===== src/rtl/tinker_mem_pkg.sv =====
// Shared definitions for the Tinker memory arbiter.
// Contents:
//   state_t      - arbiter FSM states (IDLE, WAIT, RESP)
//   owner_t      - which requester owns the in-flight transaction
//   MEM_BYTES    - size of the Tinker memory in bytes
//   DATA_W/INSN_W- memory data width and instruction width
//   lat_preload  - latency counter load value for a given memory latency
package tinker_mem_pkg;

    typedef enum logic [1:0] {
        IDLE = 2'd0,
        WAIT = 2'd1,
        RESP = 2'd2
    } state_t;

    typedef enum logic [1:0] {
        NONE  = 2'd0,
        FETCH = 2'd1,
        DATA  = 2'd2
    } owner_t;

    localparam int unsigned MEM_BYTES = 524288;
    localparam int unsigned DATA_W    = 64;
    localparam int unsigned INSN_W    = 32;

    // The WAIT state counts down to zero, so a latency of N loads N-1.
    // Latencies 1..4 fit in two bits (4 wraps to 3 as intended).
    function automatic logic [1:0] lat_preload(input int unsigned lat);
        logic [31:0] lat_v;
        lat_v = lat;
        return lat_v[1:0] - 2'd1;
    endfunction

endpackage


===== src/rtl/tinker_mem_arbiter_if.sv =====
// Bus bundle between the pipeline/memory side and the arbiter.
// Groups the fetch port (if_*), the data port (d_*) and the memory
// port (mem_*).
//   slave  : the arbiter's view (requests in, grants/responses/commands out)
//   master : the environment's view (pipeline stages and memory)
interface tinker_mem_arbiter_if
    import tinker_mem_pkg::*;
#(
    parameter int unsigned ADDR_W = 32
);
    logic              if_req;
    logic [ADDR_W-1:0] if_addr;
    logic              if_gnt;
    logic              if_rvalid;
    logic [INSN_W-1:0] if_rdata;

    logic              d_req;
    logic              d_we;
    logic [ADDR_W-1:0] d_addr;
    logic [DATA_W-1:0] d_wdata;
    logic              d_gnt;
    logic              d_rvalid;
    logic [DATA_W-1:0] d_rdata;

    logic              mem_en;
    logic              mem_we;
    logic [ADDR_W-1:0] mem_addr;
    logic [DATA_W-1:0] mem_wdata;
    logic [DATA_W-1:0] mem_rdata;

    modport slave (
        input  if_req, if_addr, d_req, d_we, d_addr, d_wdata, mem_rdata,
        output if_gnt, if_rvalid, if_rdata, d_gnt, d_rvalid, d_rdata,
               mem_en, mem_we, mem_addr, mem_wdata
    );

    modport master (
        output if_req, if_addr, d_req, d_we, d_addr, d_wdata, mem_rdata,
        input  if_gnt, if_rvalid, if_rdata, d_gnt, d_rvalid, d_rdata,
               mem_en, mem_we, mem_addr, mem_wdata
    );

endinterface


===== src/rtl/tinker_starve_ctr.sv =====
// Saturating counter used to track consecutive arbitration losses.
// Ports:
//   clk, reset - clock, asynchronous active-high reset
//   inc        - count one loss (saturates at MAX)
//   clr        - clear the count (wins over inc)
//   at_max     - registered flag, high while the count equals MAX
module tinker_starve_ctr #(
    parameter int unsigned MAX = 4
) (
    input  logic clk,
    input  logic reset,
    input  logic inc,
    input  logic clr,
    output logic at_max
);

    localparam int unsigned CW = (MAX < 1) ? 1 : $clog2(MAX + 1);

    logic [CW-1:0] cnt_r;
    logic [CW-1:0] cnt_s;
    logic          at_max_r;

    // Next count: clear has priority, increment stops at MAX.
    always_comb begin
        cnt_s = cnt_r;
        if (clr) begin
            cnt_s = CW'(0);
        end else if (inc && (cnt_r != CW'(MAX))) begin
            cnt_s = cnt_r + CW'(1);
        end else begin
            cnt_s = cnt_r;
        end
    end

    // Count register; at_max is derived from the next count so it tracks cnt_r.
    always_ff @(posedge clk or posedge reset) begin
        if (reset) begin
            cnt_r    <= CW'(0);
            at_max_r <= 1'b0;
        end else begin
            cnt_r    <= cnt_s;
            at_max_r <= (cnt_s == CW'(MAX));
        end
    end

    assign at_max = at_max_r;

endmodule


===== src/rtl/tinker_mem_arbiter.sv =====
// Arbiter sharing the single Tinker memory port between instruction fetch
// (32-bit reads) and the MEM stage (64-bit loads/stores). One transaction is
// in flight at a time; data wins ties unless fetch has lost STARVE_MAX times
// in a row.
// Ports:
//   clk, reset - clock, asynchronous active-high reset
//   bus        - fetch, data and memory signals (tinker_mem_arbiter_if.slave)
//   busy       - a transaction is in flight (FSM not in IDLE)
// Grants and the memory command are combinational in IDLE; responses and
// rdata come from registers.
module tinker_mem_arbiter
    import tinker_mem_pkg::*;
#(
    parameter int unsigned ADDR_W     = 32,
    parameter int unsigned MEM_LAT    = 1,
    parameter int unsigned STARVE_MAX = 4
) (
    input  logic                 clk,
    input  logic                 reset,
    tinker_mem_arbiter_if.slave  bus,
    output logic                 busy
);

    state_t              state_r;
    state_t              state_s;
    owner_t              owner_r;
    owner_t              owner_s;
    logic                store_r;
    logic                store_s;
    logic [1:0]          lat_r;
    logic [1:0]          lat_s;
    logic                sample_s;

    logic                fetch_win_s;
    logic                data_win_s;
    logic                if_gnt_s;
    logic                d_gnt_s;
    logic                mem_en_s;
    logic                mem_we_s;
    logic [ADDR_W-1:0]   mem_addr_s;
    logic [DATA_W-1:0]   mem_wdata_s;

    logic                starve_at_max_s;
    logic                starve_inc_s;
    logic                starve_clr_s;

    logic [INSN_W-1:0]   if_rdata_r;
    logic [DATA_W-1:0]   d_rdata_r;
    logic                if_rvalid_r;
    logic                d_rvalid_r;
    logic                busy_r;

    // Next-state, arbitration and memory command; everything is held at 0 under reset.
    always_comb begin
        state_s     = state_r;
        owner_s     = owner_r;
        store_s     = store_r;
        lat_s       = lat_r;
        sample_s    = 1'b0;
        fetch_win_s = 1'b0;
        data_win_s  = 1'b0;
        if_gnt_s    = 1'b0;
        d_gnt_s     = 1'b0;
        mem_en_s    = 1'b0;
        mem_we_s    = 1'b0;
        mem_addr_s  = {ADDR_W{1'b0}};
        mem_wdata_s = {DATA_W{1'b0}};
        if (reset) begin
            state_s = IDLE;
            owner_s = NONE;
        end else begin
            case (state_r)
                IDLE: begin
                    fetch_win_s = bus.if_req & (~bus.d_req | starve_at_max_s);
                    data_win_s  = bus.d_req & ~fetch_win_s;
                    if (fetch_win_s) begin
                        if_gnt_s   = 1'b1;
                        mem_en_s   = 1'b1;
                        mem_addr_s = bus.if_addr;
                        state_s    = WAIT;
                        lat_s      = lat_preload(MEM_LAT);
                        owner_s    = FETCH;
                        store_s    = 1'b0;
                    end else if (data_win_s) begin
                        d_gnt_s     = 1'b1;
                        mem_en_s    = 1'b1;
                        mem_we_s    = bus.d_we;
                        mem_addr_s  = bus.d_addr;
                        mem_wdata_s = bus.d_wdata;
                        state_s     = WAIT;
                        lat_s       = lat_preload(MEM_LAT);
                        owner_s     = DATA;
                        store_s     = bus.d_we;
                    end else begin
                        owner_s = NONE;
                    end
                end
                WAIT: begin
                    // mem_rdata is valid in the cycle the countdown reaches zero.
                    if (lat_r == 2'd0) begin
                        sample_s = 1'b1;
                        state_s  = RESP;
                    end else begin
                        lat_s = lat_r - 2'd1;
                    end
                end
                RESP: begin
                    state_s = IDLE;
                    owner_s = NONE;
                end
                default: begin
                    state_s = IDLE;
                    owner_s = NONE;
                end
            endcase
        end
    end

    // Fetch loses a contested IDLE arbitration -> count; any fetch grant or idle fetch -> clear.
    assign starve_inc_s = bus.if_req & data_win_s;
    assign starve_clr_s = ~bus.if_req | if_gnt_s;

    tinker_starve_ctr #(
        .MAX (STARVE_MAX)
    ) u_starve (
        .clk    (clk),
        .reset  (reset),
        .inc    (starve_inc_s),
        .clr    (starve_clr_s),
        .at_max (starve_at_max_s)
    );

    // FSM state, transaction bookkeeping and registered response outputs.
    always_ff @(posedge clk or posedge reset) begin
        if (reset) begin
            state_r     <= IDLE;
            owner_r     <= NONE;
            store_r     <= 1'b0;
            lat_r       <= 2'd0;
            if_rdata_r  <= {INSN_W{1'b0}};
            d_rdata_r   <= {DATA_W{1'b0}};
            if_rvalid_r <= 1'b0;
            d_rvalid_r  <= 1'b0;
            busy_r      <= 1'b0;
        end else begin
            state_r     <= state_s;
            owner_r     <= owner_s;
            store_r     <= store_s;
            lat_r       <= lat_s;
            if_rvalid_r <= (state_s == RESP) && (owner_s == FETCH);
            d_rvalid_r  <= (state_s == RESP) && (owner_s == DATA);
            busy_r      <= (state_s != IDLE);
            if (sample_s) begin
                if (owner_r == FETCH) begin
                    if_rdata_r <= bus.mem_rdata[INSN_W-1:0];
                end else if (store_r) begin
                    d_rdata_r <= {DATA_W{1'b0}};
                end else begin
                    d_rdata_r <= bus.mem_rdata;
                end
            end
        end
    end

    assign bus.if_gnt    = if_gnt_s;
    assign bus.if_rvalid = if_rvalid_r;
    assign bus.if_rdata  = if_rdata_r;
    assign bus.d_gnt     = d_gnt_s;
    assign bus.d_rvalid  = d_rvalid_r;
    assign bus.d_rdata   = d_rdata_r;
    assign bus.mem_en    = mem_en_s;
    assign bus.mem_we    = mem_we_s;
    assign bus.mem_addr  = mem_addr_s;
    assign bus.mem_wdata = mem_wdata_s;
    assign busy          = busy_r;

endmodule


===== src/flat_wrapper.sv =====
// flat-port wrapper written by rule: the top's interface ports become plain ports
module tinker_mem_arbiter_flat import tinker_mem_pkg::*;
#(
    parameter int unsigned ADDR_W     = 32,
    parameter int unsigned MEM_LAT    = 1,
    parameter int unsigned STARVE_MAX = 4
)
  (clk, reset, busy, bus_if_req, bus_if_addr, bus_d_req, bus_d_we, bus_d_addr, bus_d_wdata, bus_mem_rdata, bus_if_gnt, bus_if_rvalid, bus_if_rdata, bus_d_gnt, bus_d_rvalid, bus_d_rdata, bus_mem_en, bus_mem_we, bus_mem_addr, bus_mem_wdata);
  tinker_mem_arbiter_if #(.ADDR_W(ADDR_W)) bus_i ();
  input  logic clk;
  input  logic reset;
  output logic busy;
  input wire logic [$bits(bus_i.if_req)-1:0] bus_if_req;
  input wire logic [$bits(bus_i.if_addr)-1:0] bus_if_addr;
  input wire logic [$bits(bus_i.d_req)-1:0] bus_d_req;
  input wire logic [$bits(bus_i.d_we)-1:0] bus_d_we;
  input wire logic [$bits(bus_i.d_addr)-1:0] bus_d_addr;
  input wire logic [$bits(bus_i.d_wdata)-1:0] bus_d_wdata;
  input wire logic [$bits(bus_i.mem_rdata)-1:0] bus_mem_rdata;
  output wire logic [$bits(bus_i.if_gnt)-1:0] bus_if_gnt;
  output wire logic [$bits(bus_i.if_rvalid)-1:0] bus_if_rvalid;
  output wire logic [$bits(bus_i.if_rdata)-1:0] bus_if_rdata;
  output wire logic [$bits(bus_i.d_gnt)-1:0] bus_d_gnt;
  output wire logic [$bits(bus_i.d_rvalid)-1:0] bus_d_rvalid;
  output wire logic [$bits(bus_i.d_rdata)-1:0] bus_d_rdata;
  output wire logic [$bits(bus_i.mem_en)-1:0] bus_mem_en;
  output wire logic [$bits(bus_i.mem_we)-1:0] bus_mem_we;
  output wire logic [$bits(bus_i.mem_addr)-1:0] bus_mem_addr;
  output wire logic [$bits(bus_i.mem_wdata)-1:0] bus_mem_wdata;
  assign bus_i.if_req = bus_if_req;
  assign bus_i.if_addr = bus_if_addr;
  assign bus_i.d_req = bus_d_req;
  assign bus_i.d_we = bus_d_we;
  assign bus_i.d_addr = bus_d_addr;
  assign bus_i.d_wdata = bus_d_wdata;
  assign bus_i.mem_rdata = bus_mem_rdata;
  assign bus_if_gnt = bus_i.if_gnt;
  assign bus_if_rvalid = bus_i.if_rvalid;
  assign bus_if_rdata = bus_i.if_rdata;
  assign bus_d_gnt = bus_i.d_gnt;
  assign bus_d_rvalid = bus_i.d_rvalid;
  assign bus_d_rdata = bus_i.d_rdata;
  assign bus_mem_en = bus_i.mem_en;
  assign bus_mem_we = bus_i.mem_we;
  assign bus_mem_addr = bus_i.mem_addr;
  assign bus_mem_wdata = bus_i.mem_wdata;
  tinker_mem_arbiter #(.ADDR_W(ADDR_W), .MEM_LAT(MEM_LAT), .STARVE_MAX(STARVE_MAX)) u_core (.clk(clk), .reset(reset), .bus(bus_i), .busy(busy));
endmodule

===== config.mk =====
export PLATFORM = sky130hd
export DESIGN_NAME = tinker_mem_arbiter_flat
export DESIGN_NICKNAME = d
export VERILOG_FILES = /design/src/rtl/tinker_mem_pkg.sv /design/src/rtl/tinker_mem_arbiter_if.sv /design/src/rtl/tinker_starve_ctr.sv /design/src/rtl/tinker_mem_arbiter.sv /design/src/flat_wrapper.sv
export SDC_FILE = /design/constraint.sdc
export NUM_CORES = 1
export LEC_CHECK = 0
export CAP_MARGIN = 40
export CORE_AREA = 2 2 152 154
export CTS_BUF_LIST = sky130_fd_sc_hd__clkbuf_8
export DETAILED_ROUTE_END_ITERATION = 10
export DIE_AREA = 0 0 154 156
export MAX_ROUTING_LAYER = met4
export PLACE_DENSITY = 0.67
export SETUP_SLACK_MARGIN = 0.4
export SLEW_MARGIN = 20
export SYNTH_ARGS = -nofsm -noshare
export SYNTH_HDL_FRONTEND = slang
export SYNTH_SLANG_ARGS = --single-unit

===== constraint.sdc =====
create_clock -name clk -period 5.6 [get_ports clk]
set_input_delay 1.12 -clock clk [delete_from_list [all_inputs] [get_ports clk]]
set_output_delay 1.12 -clock clk [all_outputs]
set_load 0.02 [all_outputs]

==> run summary, run 1 <==
After floorplanning, the core was divided into 55 placement rows. The tools report the number of different library cells in the post-synthesis netlist as 44. The remaining routing DRC violations is 0.

The largest fanout on the critical path was 34. By count the netlist is led by dfrtp_1, mux2_1, and2_1. After layout, the minimum clock period comes to 4.758 ns.

The cell sitting at the root of the clock tree is a clkbuf_8. The tools report the fraction of the yosys area taken by sequential cells as 49.64%. Clock skew on the completed layout was measured at 0.02818 ns. The post-cts repair resize count was 0; the number of flops mapped to enable cells by yosys was 0.

The tools report the final hold slack as 0.4966 ns. The worst setup path is of the input port to output pin kind. After clock tree synthesis, the clock-pin slew on the worst setup and hold paths is 0.10 ns. In the final timing run, aggregate negative setup slack is 0 ns. The worst hold path belongs to the class register to register. Before CTS, the worst setup slack after placement is 0.8597 ns. STA classifies the critical path endpoint as an output pin. After clock tree synthesis, the flow added hold-fix buffers numbering 0. Once placement completed, the tool counted placed cells totaling 1108. In the final layout, the share of cells above drive strength 1 is 4.524%.

The clock reaches the later pin of the worst-skew pair after 0.40 ns. Once the floorplan was initialized, standard cells occupied 24.79% of the core. The tools report the HPWL reported at the end of detailed placement as 18.89 mm.

The count of nets left with antenna violations once routing finished came out at 0. The run gives 0 as the max-slew violation count. When the netlist entered floorplanning its net count stood at 652.

No sink is reached through more buffers than the 2 on the longest clock path. The cell count after synthesis is 452, and the post-route non-filler standard cell count is 1127. The flow ran to the end, and the final reports show no timing, DRC or antenna violations. Using the TritonRoute via totals, the vias-per-cell ratio works out to 4.423. During synthesis, Yosys emitted a total of 0 warnings. Initial antenna violation count: 3. The logs give 9774 um^2 for the cell area reported after detailed placement and 9 for the number of clock buffers inserted by TritonCTS.

After routing the design area is 9966 um^2. The routed layout has 4985 vias. Post-CTS timing repair inserted 0 buffers for setup.

The area of the multi-input gates was 2554 um^2; the count of pins on the block boundary was 396. Routability-driven placement finished with a final weighted congestion of 0.8635. At the pin with the least slew margin, the transition time is 0.6316 ns. The number of global-route vias before repair is 5133, and the area growth from synthesis to layout is 79.72%.

By area the synthesized netlist is led by dfrtp_1, mux2_1, and2_1, nor2b_1, a22o_1. During placement, the flow inserted port buffers numbering 395. Summed over all cells, the static leakage comes to 4.239 nW. The fraction of synthesis flops using an asynchronous set or reset pin is 100.0%. For this block, the routed nets add up to 22.90 mm of wire. Summed over its instances, the top area cell type makes up 49.64% of the synthesized netlist area.

Data on the critical path is required at its endpoint by 4.48 ns. Synthesized flop and latch total: 110. Setup repair after global routing left no endpoint under its margin. Among all flip-flop cells after synthesis, the most frequent one is dfrtp_1. The first detailed-routing pass ran for 4 iterations.

Global routing used 18.95% of the available tracks. The remaining global-route overflow was 0; the worst supply voltage drop on vdd was 200.0 uV. Synthesized cell area: 5545 um^2. The worst path uses 84.96% of the clock period. The logs give 44.56% for the end-of-flow core utilization and 0 for the number of violations of the max-capacitance limit. In the post-route analysis, the smallest setup slack over all paths is 0.8420 ns. For the TritonCTS sink count, the log shows 110. STA puts the critical path data arrival time at 3.64 ns. The tools report the count of final setup violators as 0. In this run the vertical extent of the chip is 156 um. The most frequent cell after synthesis was dfrtp_1. The number of fill cells came out at 2126. TritonCTS built the clock tree.

STA classifies the critical path startpoint as an input port. Timing would allow up to 210.2 MHz. The design draws 3.859 mW.

The power per unit of standard cell area was 387.3 nW/um^2. In this run the horizontal extent of the chip is 154 um. The cell accounting for the most synthesized area was dfrtp_1. Entering global routing, the biggest net connects 63 pins.

Registers take 2754 um^2. For the number of nets at the end of the flow, the log shows 1035. The number of failing hold endpoints at the final stage is 0. The tightest slew margin relative to the limit is 57.89%, and the detailed router's first-iteration violation count is 247. The mean instance size in the synthesized netlist was 12.27 um^2. The first global-routing pass estimated 32.66 mm of wire.

The H-tree was split into 3 levels. The die area was 24020 um^2. The routed length per instance was 20.31 um. The core region is 22370 um^2.
-- final cells by class --
class,count,area share (%)
clock inverter,7,0.5022
timing repair buffer,404,41.00
sequential,110,27.63
multi-input combinational,301,25.62
antenna,2,0.05022
inverter,9,0.3641
tap,285,3.578
clock buffer,9,1.243
-- cell usage in the layout (no fill, tap or decap), types with 2 or more instances in the layout --
cell and n:
a22o_1 32, clkinvlp_4 2, nor2b_1 65, nand4_1 3, buf_4 5, o31ai_1 2, inv_6 2, a21oi_1 2
nor2_1 2, inv_1 8, mux2_2 3, nand2_1 3, mux2_1 93, ha_1 3, dfrtp_1 109, clkbuf_8 9
diode_2 2, clkdlybuf4s50_1 395, buf_16 3, and2_1 66
-- cell families after synthesis --
| group | Yosys count | synth area share [%] |
|---|---|---|
| AO/OA/AOI/OAI | 49 | 7.649 |
| multiplexers | 97 | 19.67 |
| AND/OR/NAND/NOR | 152 | 18.03 |
| flip-flops | 110 | 49.64 |
| adder cells (fa/ha/maj) | 3 | 0.6770 |
| buffers and inverters | 41 | 4.332 |
-- flip-flops by register name, summed over array words and instances (netlist names), 2 cells and up --
register / flops
u_core.bus.d_rdata: 64
u_core.bus.if_rdata: 32
u_core.u_starve.cnt_r: 3
u_core.lat_r: 2
u_core.owner_r: 2
u_core.state_r: 2
-- report_power, final --
| group | switching, mW | internal [mW] |
|---|---|---|
| sequential | 0.197 | 1.13 |
| combinational | 1.00 | 1.07 |
| clock | 0.293 | 0.164 |
-- worst max-delay path: stages --
cell             delay [ns]
clkdlybuf4s50_1        0.54
or4b_1                 0.68
nor2_8                 0.42
a22o_1                 0.22
clkdlybuf4s50_1        0.63
-- path summary, 6_finish.rpt --
kind	slack [ns]	depth (start not counted)	to	start
worst max-delay path	0.84	5	bus_mem_addr[6]	reset
worst min-delay path	0.50	1	u_core.bus.d_rdata[47]	u_core.bus.d_rdata[47]
worst max register to register	3.53	5	u_core.bus.if_rdata[5]	u_core.lat_r[0]
worst min register to register	0.50	1	u_core.bus.d_rdata[47]	u_core.bus.d_rdata[47]
max in group asynchronous	3.21	4	u_core.store_r	reset
min in group asynchronous	1.13	2	u_core.owner_r[0]	reset
-- metal layers --
metal / track usage [%] / vias to the layer above / part of all wire (%)
met3: 5.750 / 22 / 8.1
met4: 5.964 / 0 / 2.1
met5: - / - / 0
met1: 19.90 / 2397 / 37
li1: - / 2320 / -
met2: 34.17 / 246 / 53
(Power assumes the default switching activity.)
==> run 2, diff against run 1 <==
==> constraint.sdc (replaced) <==
create_clock -name clk -period 4.6 [get_ports clk]
set_input_delay 0.92 -clock clk [delete_from_list [all_inputs] [get_ports clk]]
set_output_delay 0.92 -clock clk [all_outputs]
set_load 0.02 [all_outputs]
==> run summary, run 2 (synthesis results as in run 1) <==
The flow ran to the end, and the final reports show no timing, DRC or antenna violations. The number of global-route vias before repair came out at 5196 (+1.2%). The min-delay analysis places its worst path in the category register to register. For the count of pins on the block boundary, the log shows 396 (unchanged). The leakage component of the power was 4.265 nW (+0.61%). The logs give 4990 (+0.10%) for the detailed-route via count and 65 (+3.2%) for the maximum number of pins on one net before global-route repair. The run gives 0 (unchanged) as the number of nets still failing antenna checks after routing. Initial antenna violation count: 1 (-2). STA classifies the critical path endpoint as an output pin.

Leaving out fill and tap cells, the most frequent cells in the layout are clkdlybuf4s50_1, dfrtp_1, mux2_1. The worst clock skew was 0.01792 ns (-0.01026 ns). Setup repair after global routing left no endpoint under its margin.

Largest stage delay on the critical path: 0.62 ns (-0.06 ns). For the number of clock buffers inserted by TritonCTS, the log shows 9 (unchanged). Effective utilization at floorplan: 24.79% (unchanged).

The number of buffers between clock root and the deepest sink is 2 (unchanged). By startpoint and endpoint, the worst setup path is classified as input port to output pin. The die boundary height is 156 um (unchanged). Worst supply voltage drop on vdd: 172.4 uV (-14%).

The largest fanout on the critical path was 17 (-50%). For the depth of the CTS H-tree, the log shows 3 (unchanged). The flip-flop count of the largest register after layout is 64 (unchanged), and the power per unit of standard cell area is 470.8 nW/um^2 (+22%). The number of cells traversed by the worst register-to-register path was 5 (unchanged); the actual transition at the worst max-transition pin was 0.7306 ns (+0.09899 ns).

The all-layer global routing usage came out at 18.81% (-0.14 points). Post-route worst setup slack: 0.4775 ns (-0.3644 ns). The cell area reported after detailed placement was 9802 um^2 (+0.28%); the count of final setup violators was 0 (unchanged).

The remaining routing DRC violations was 0 (unchanged); the number of failing hold endpoints at the final stage was 0 (unchanged). The tools report the number of placement rows as 55 (unchanged). The clock insertion delay at the later pin of the skew report was 0.40 ns (about the same).

The signal on the critical path passes through clkdlybuf4s50_1 -> or4b_4 -> nor2_8 -> a22o_1 -> clkdlybuf4s50_1. Critical path required time: 3.68 ns (-0.80 ns). The most frequent cell on the critical path was clkdlybuf4s50_1. The area growth from synthesis to layout is 80.75%. STA classifies the critical path startpoint as an input port. Buffer type at the clock tree root: clkbuf_8. The number of violations of the max-capacitance limit was 0 (unchanged); the number of fill cells was 2145 (+0.89%). The run gives 22370 um^2 (unchanged) as the placeable core region. The routed length per instance works out to 19.93 um (-1.9%). The placer congestion estimate was 0.8330 (-3.5%); the max-slew violation count was 0 (unchanged).

TritonCTS built the clock tree. The die area is 24020 um^2 (unchanged), and the detailed router's first-iteration violation count is 190 (-23%). The total power was 4.719 mW (+22%); the count of cells along the worst hold path was 1 (unchanged).

The number of vias per cell is 4.420 (about the same). The final-layout setup total negative slack was 0 ns (unchanged). The tightest slew margin relative to the limit is 50.68% (-7.2 points).

The library cell used most frequently in the layout, excluding fill and tap cells, is clkdlybuf4s50_1. The cell area after layout was 10020 um^2 (+0.58%); the clock-pin slew of the registers on the worst-case setup and hold paths was 0.11 ns (about the same). The data arrival time at the worst-slack endpoint came out at 3.20 ns (-0.44 ns). HPWL reported at the end of detailed placement: 18.31 mm (-3.1%). For the worst slack at placement, the log shows 0.2705 ns (-0.5892 ns). The count of buffers inserted at the top-level ports is 395 (unchanged), and the post-route minimum period is 4.122 ns. The number of nets at the end of the flow is 1038 (+0.29%), and the first-pass detailed-route iteration total is 6 (+2). The TritonCTS sink count came out at 110 (unchanged).

First-pass GRT wire length: 32.45 mm (-0.63%). Worst-path cell with the longest stage delay: clkdlybuf4s50_1. Total routed wirelength: 22.50 mm (-1.7%). The fmax was 242.6 MHz; the floorplan die width was 154 um (unchanged).

After layout, the worst path uses 89.62% of the clock period. The layout cell share with drive strength beyond 1 was 5.457% (+0.93 points); the remaining global-route overflow was 0 (unchanged).
==> run 2: cell count changes in the layout (fill, tap and decap cells not counted), sizes merged <==
cell | before | now
buf | 8 | 14
clkdlybuf4s50 | 395 | 392
clkbuf | 9 | 11
clkinvlp | 2 | 1
diode | 2 | 1
dlymetal6s2s | 1 | 0
inv | 12 | 11
nor2 | 3 | 4
==> run 2: path summary, 6_finish.rpt <==
kind | from | endpoint | slack (ns)
setup / recovery | bus_if_req | bus_mem_addr[21] | 0.48
hold / removal | u_core.bus.d_rdata[49] | u_core.bus.d_rdata[49] | 0.50
setup reg to reg | u_core.lat_r[0] | u_core.bus.if_rdata[19] | 2.51
hold reg to reg | u_core.bus.d_rdata[49] | u_core.bus.d_rdata[49] | 0.50
max in group asynchronous | reset | u_core.bus.d_rdata[54] | 2.69
min in group asynchronous | reset | u_core.owner_r[0] | 1.12
==> run 2: final cells by class <==
cell class,count,area (um^2),area share (%)
antenna,1,2.502,0.02497
sequential,110,2754,27.47
inverter,9,36.28,0.3620
clock buffer,11,151.4,1.510
clock inverter,5,33.78,0.3370
tap,285,356.6,3.558
multi-input combinational,302,2572,25.66
timing repair buffer,406,4116,41.07
==> run 2: power breakdown <==
group	total [mW]	leakage, nW	internal, mW	switching, mW
Combinational	2.52	2.75	1.31	1.21
Sequential	1.62	1.41	1.38	0.241
Clock	0.582	0.0971	0.228	0.355
Total	4.72	4.26	2.91	1.81
==> run 2: critical path: cells and delay by family <==
kind | cells | cell delay (ns)
AO/OA/AOI/OAI | 1 | 0.20
buffers and inverters | 2 | 1.20
AND/OR/NAND/NOR | 2 | 0.87
==> run 2: metrics by stage <==
stage,cells,hold WS (ns),util (%)
6_report,1129,0.4957,44.82
5_1_grt,1129,0.5140,44.82
4_1_cts,1128,0.5027,44.79
3_5_place_dp,1109,0.4800,43.83
3_3_place_gp,1109,0.4735,43.83
2_1_floorplan,452,0.4880,-
==> run 2: repair_timing <==
action / in CTS / in global routing
gates cloned: 1 / 0
hold buffers: 0 / 0
endpoints found under the setup margin: 32 / 63
pin swaps: 2 / 1
setup buffers: 2 / 0
gates resized for setup: 1 / 1
==> run 2: layer usage <==
layer  global-route usage (%)  part of all wire, %  vias up  routed length [um]
met5                        -                    0        -                   0
met4                    8.322                  3.6        0                 818
met3                    6.361                  8.8       36                1973
met2                    32.18                   51      232               11380
met1                    19.81                   37     2389                8333
li1                         -                    -     2333                   -
==> run 3, diff against run 2 <==
--- a/config.mk
+++ b/config.mk
@@ -13,6 +13,7 @@
 export MAX_ROUTING_LAYER = met4
 export PLACE_DENSITY = 0.67
 export SETUP_SLACK_MARGIN = 0.4
+export SKIP_CTS_REPAIR_TIMING = 1
 export SLEW_MARGIN = 20
 export SYNTH_ARGS = -nofsm -noshare
 export SYNTH_HDL_FRONTEND = slang
==> run summary, run 3 (synthesis results as in run 1) <==
The effective utilization at floorplan is 24.79% (unchanged). The number of vias per cell is 4.448 (+0.63%). The run gives 0 (unchanged) as the count of final setup violators. The detailed router's first-iteration violation count was 176 (-7.4%). The tools report the buffer type at the clock tree root as clkbuf_8. For the clock insertion delay at the later pin of the skew report, the log shows 0.40 ns (about the same). The run finished with clean final reports.

The post-route minimum period is 4.120 ns (-0.002302 ns). The total routed wirelength came out at 22.63 mm (+0.56%). The final-layout setup total negative slack is 0 ns (unchanged), and the largest fanout on the critical path is 8 (-9).

Remaining routing DRC violations: 0 (unchanged). The flip-flop count of the largest register after layout is 64 (unchanged). The count of pins on the block boundary came out at 396 (unchanged). The worst setup path is launched from an input port. For the end-of-flow core utilization, the log shows 44.87% (+0.050 points). Counting stages on the worst path, the most repeated cell is clkdlybuf4s50_1. The detailed-route via count is 5026 (+0.72%). The largest individual stage delay along the critical path comes from the cell clkdlybuf4s50_1.

For the worst slack at placement, the log shows 0.2705 ns (unchanged). The worst clock skew was 0.01855 ns (+0.0006238 ns); the number of failing hold endpoints at the final stage was 0 (unchanged). The final period utilization is 89.57% (about the same), and the die boundary height is 156 um (unchanged). The actual transition at the worst max-transition pin came out at 0.7316 ns (+0.001024 ns). The layout cell share with drive strength beyond 1 works out to 5.569% (+0.11 points). The tightest min-delay check is of the register to register type. The initial antenna violation count was 1 (unchanged); the count of buffers inserted at the top-level ports was 395 (unchanged). For the number of buffers between clock root and the deepest sink, the log shows 2 (unchanged). Number of nets still failing antenna checks after routing: 0 (unchanged). The clock-pin slew of the registers on the worst-case setup and hold paths was 0.11 ns (about the same); the total power was 4.723 mW (about the same). The tightest slew margin relative to the limit was 50.61% (-0.069 points); the maximum number of pins on one net before global-route repair was 65 (unchanged). The post-route non-filler standard cell count is 1130 (+0.089%). The run gives 0 (unchanged) as the remaining global-route overflow. TritonCTS built the clock tree. Placer congestion estimate: 0.8330 (unchanged). Post-route worst setup slack: 0.4799 ns (+0.002302 ns). The number of violations of the max-capacitance limit was 0 (unchanged). The number of fill cells was 2147 (+0.093%); the number of nets at the end of the flow was 1039 (+0.096%).

Die area: 24020 um^2 (unchanged). STA classifies the critical path endpoint as an output pin. The TritonCTS sink count is 110 (unchanged).

HPWL reported at the end of detailed placement: 18.31 mm (unchanged). The number of placement rows came out at 55 (unchanged). The tools report the number of clock buffers inserted by TritonCTS as 9 (unchanged).

The post-placement cell count is 1109 (unchanged). The startpoint-to-endpoint class of the critical path is input port to output pin. Setup repair after global routing left no endpoint under its margin. The most frequent standard cell in the layout excluding fill and tap cells was clkdlybuf4s50_1.

Relative to the synthesized area, the layout overhead comes to 80.96%. The leakage component of the power was 4.266 nW (about the same). The placeable core region came out at 22370 um^2 (unchanged).

In the layout the commonest cells are clkdlybuf4s50_1, dfrtp_1, mux2_1. The power per unit of standard cell area was 470.6 nW/um^2 (about the same); the largest stage delay on the critical path was 0.62 ns (about the same). The floorplan die width came out at 154 um (unchanged).

Traced cell by cell, the critical path runs through clkdlybuf4s50_1 -> or4b_4 -> nor2_4 -> a22o_1 -> clkdlybuf4s50_1. The run gives 242.7 MHz (about the same) as the fmax. The run gives 18.68% (-0.14 points) as the all-layer global routing usage. The max-slew violation count is 0 (unchanged), and the number of global-route vias before repair is 5161 (-0.67%). For the first-pass GRT wire length, the log shows 32.24 mm (-0.64%). For the depth of the CTS H-tree, the log shows 3 (unchanged). For the worst supply voltage drop on vdd, the log shows 172.4 uV (unchanged). The first-pass detailed-route iteration total is 6 (unchanged), and the critical path required time is 3.68 ns (about the same). The data arrival time at the worst-slack endpoint was 3.20 ns (about the same); the routed length per instance was 20.02 um (+0.47%).
run 3: changes by cell type in the layout (fill, tap and decap cells not counted):
cell    previous run  this run
nor2_4             1         2
run 3: worst max-delay path: cells and delay by family:
kind | cells | cell delay [ns]
buffers and inverters | 2 | 1.20
AO/OA/AOI/OAI | 1 | 0.18
AND/OR/NAND/NOR | 2 | 0.89
run 3: final timing paths:
| kind | startpoint | end | slack [ns] | depth (start not counted) |
|---|---|---|---|---|
| worst min-delay path | u_core.bus.d_rdata[49] | u_core.bus.d_rdata[49] | 0.50 | 1 |
| worst max-delay path | bus_if_req | bus_mem_addr[10] | 0.48 | 5 |
| min in group asynchronous | reset | u_core.owner_r[0] | 1.12 | 3 |
| worst min register to register | u_core.bus.d_rdata[49] | u_core.bus.d_rdata[49] | 0.50 | 1 |
| max in group asynchronous | reset | u_core.bus.d_rdata[54] | 2.69 | 4 |
| worst max register to register | u_core.lat_r[0] | u_core.bus.if_rdata[19] | 2.50 | 5 |
run 3: cell type report:
class                      count  area (um^2)  area share [%]
timing repair buffer         406         4116           41.02
sequential                   110         2754           27.44
antenna                        1        2.502         0.02494
clock buffer                  11        151.4           1.509
multi-input combinational    303         2584           25.75
clock inverter                 5        33.78          0.3367
inverter                       9        36.28          0.3616
tap                          285        356.6           3.554
run 3: per-stage QoR:
step | instance area, um^2 | hold slack, ns
floorplan | 5545 | 0.4880
global placement | 9802 | 0.4735
detailed placement | 9802 | 0.4800
CTS | 9987 | 0.5027
global route | 10030 | 0.5140
finish | 10030 | 0.4957
run 3: per-layer routing:
metal | track usage (%) | wire length (um) | vias up
li1 | - | - | 2335
met1 | 19.67 | 8528 | 2417
met2 | 31.88 | 11380 | 238
met3 | 6.361 | 1904 | 36
met4 | 8.322 | 818 | 0
met5 | - | 0 | -
run 3: report_power, final:
part,switching (mW),internal [mW]
Clock,0.355,0.227
Combinational,1.21,1.31
Sequential,0.242,1.38
Total,1.81,2.91
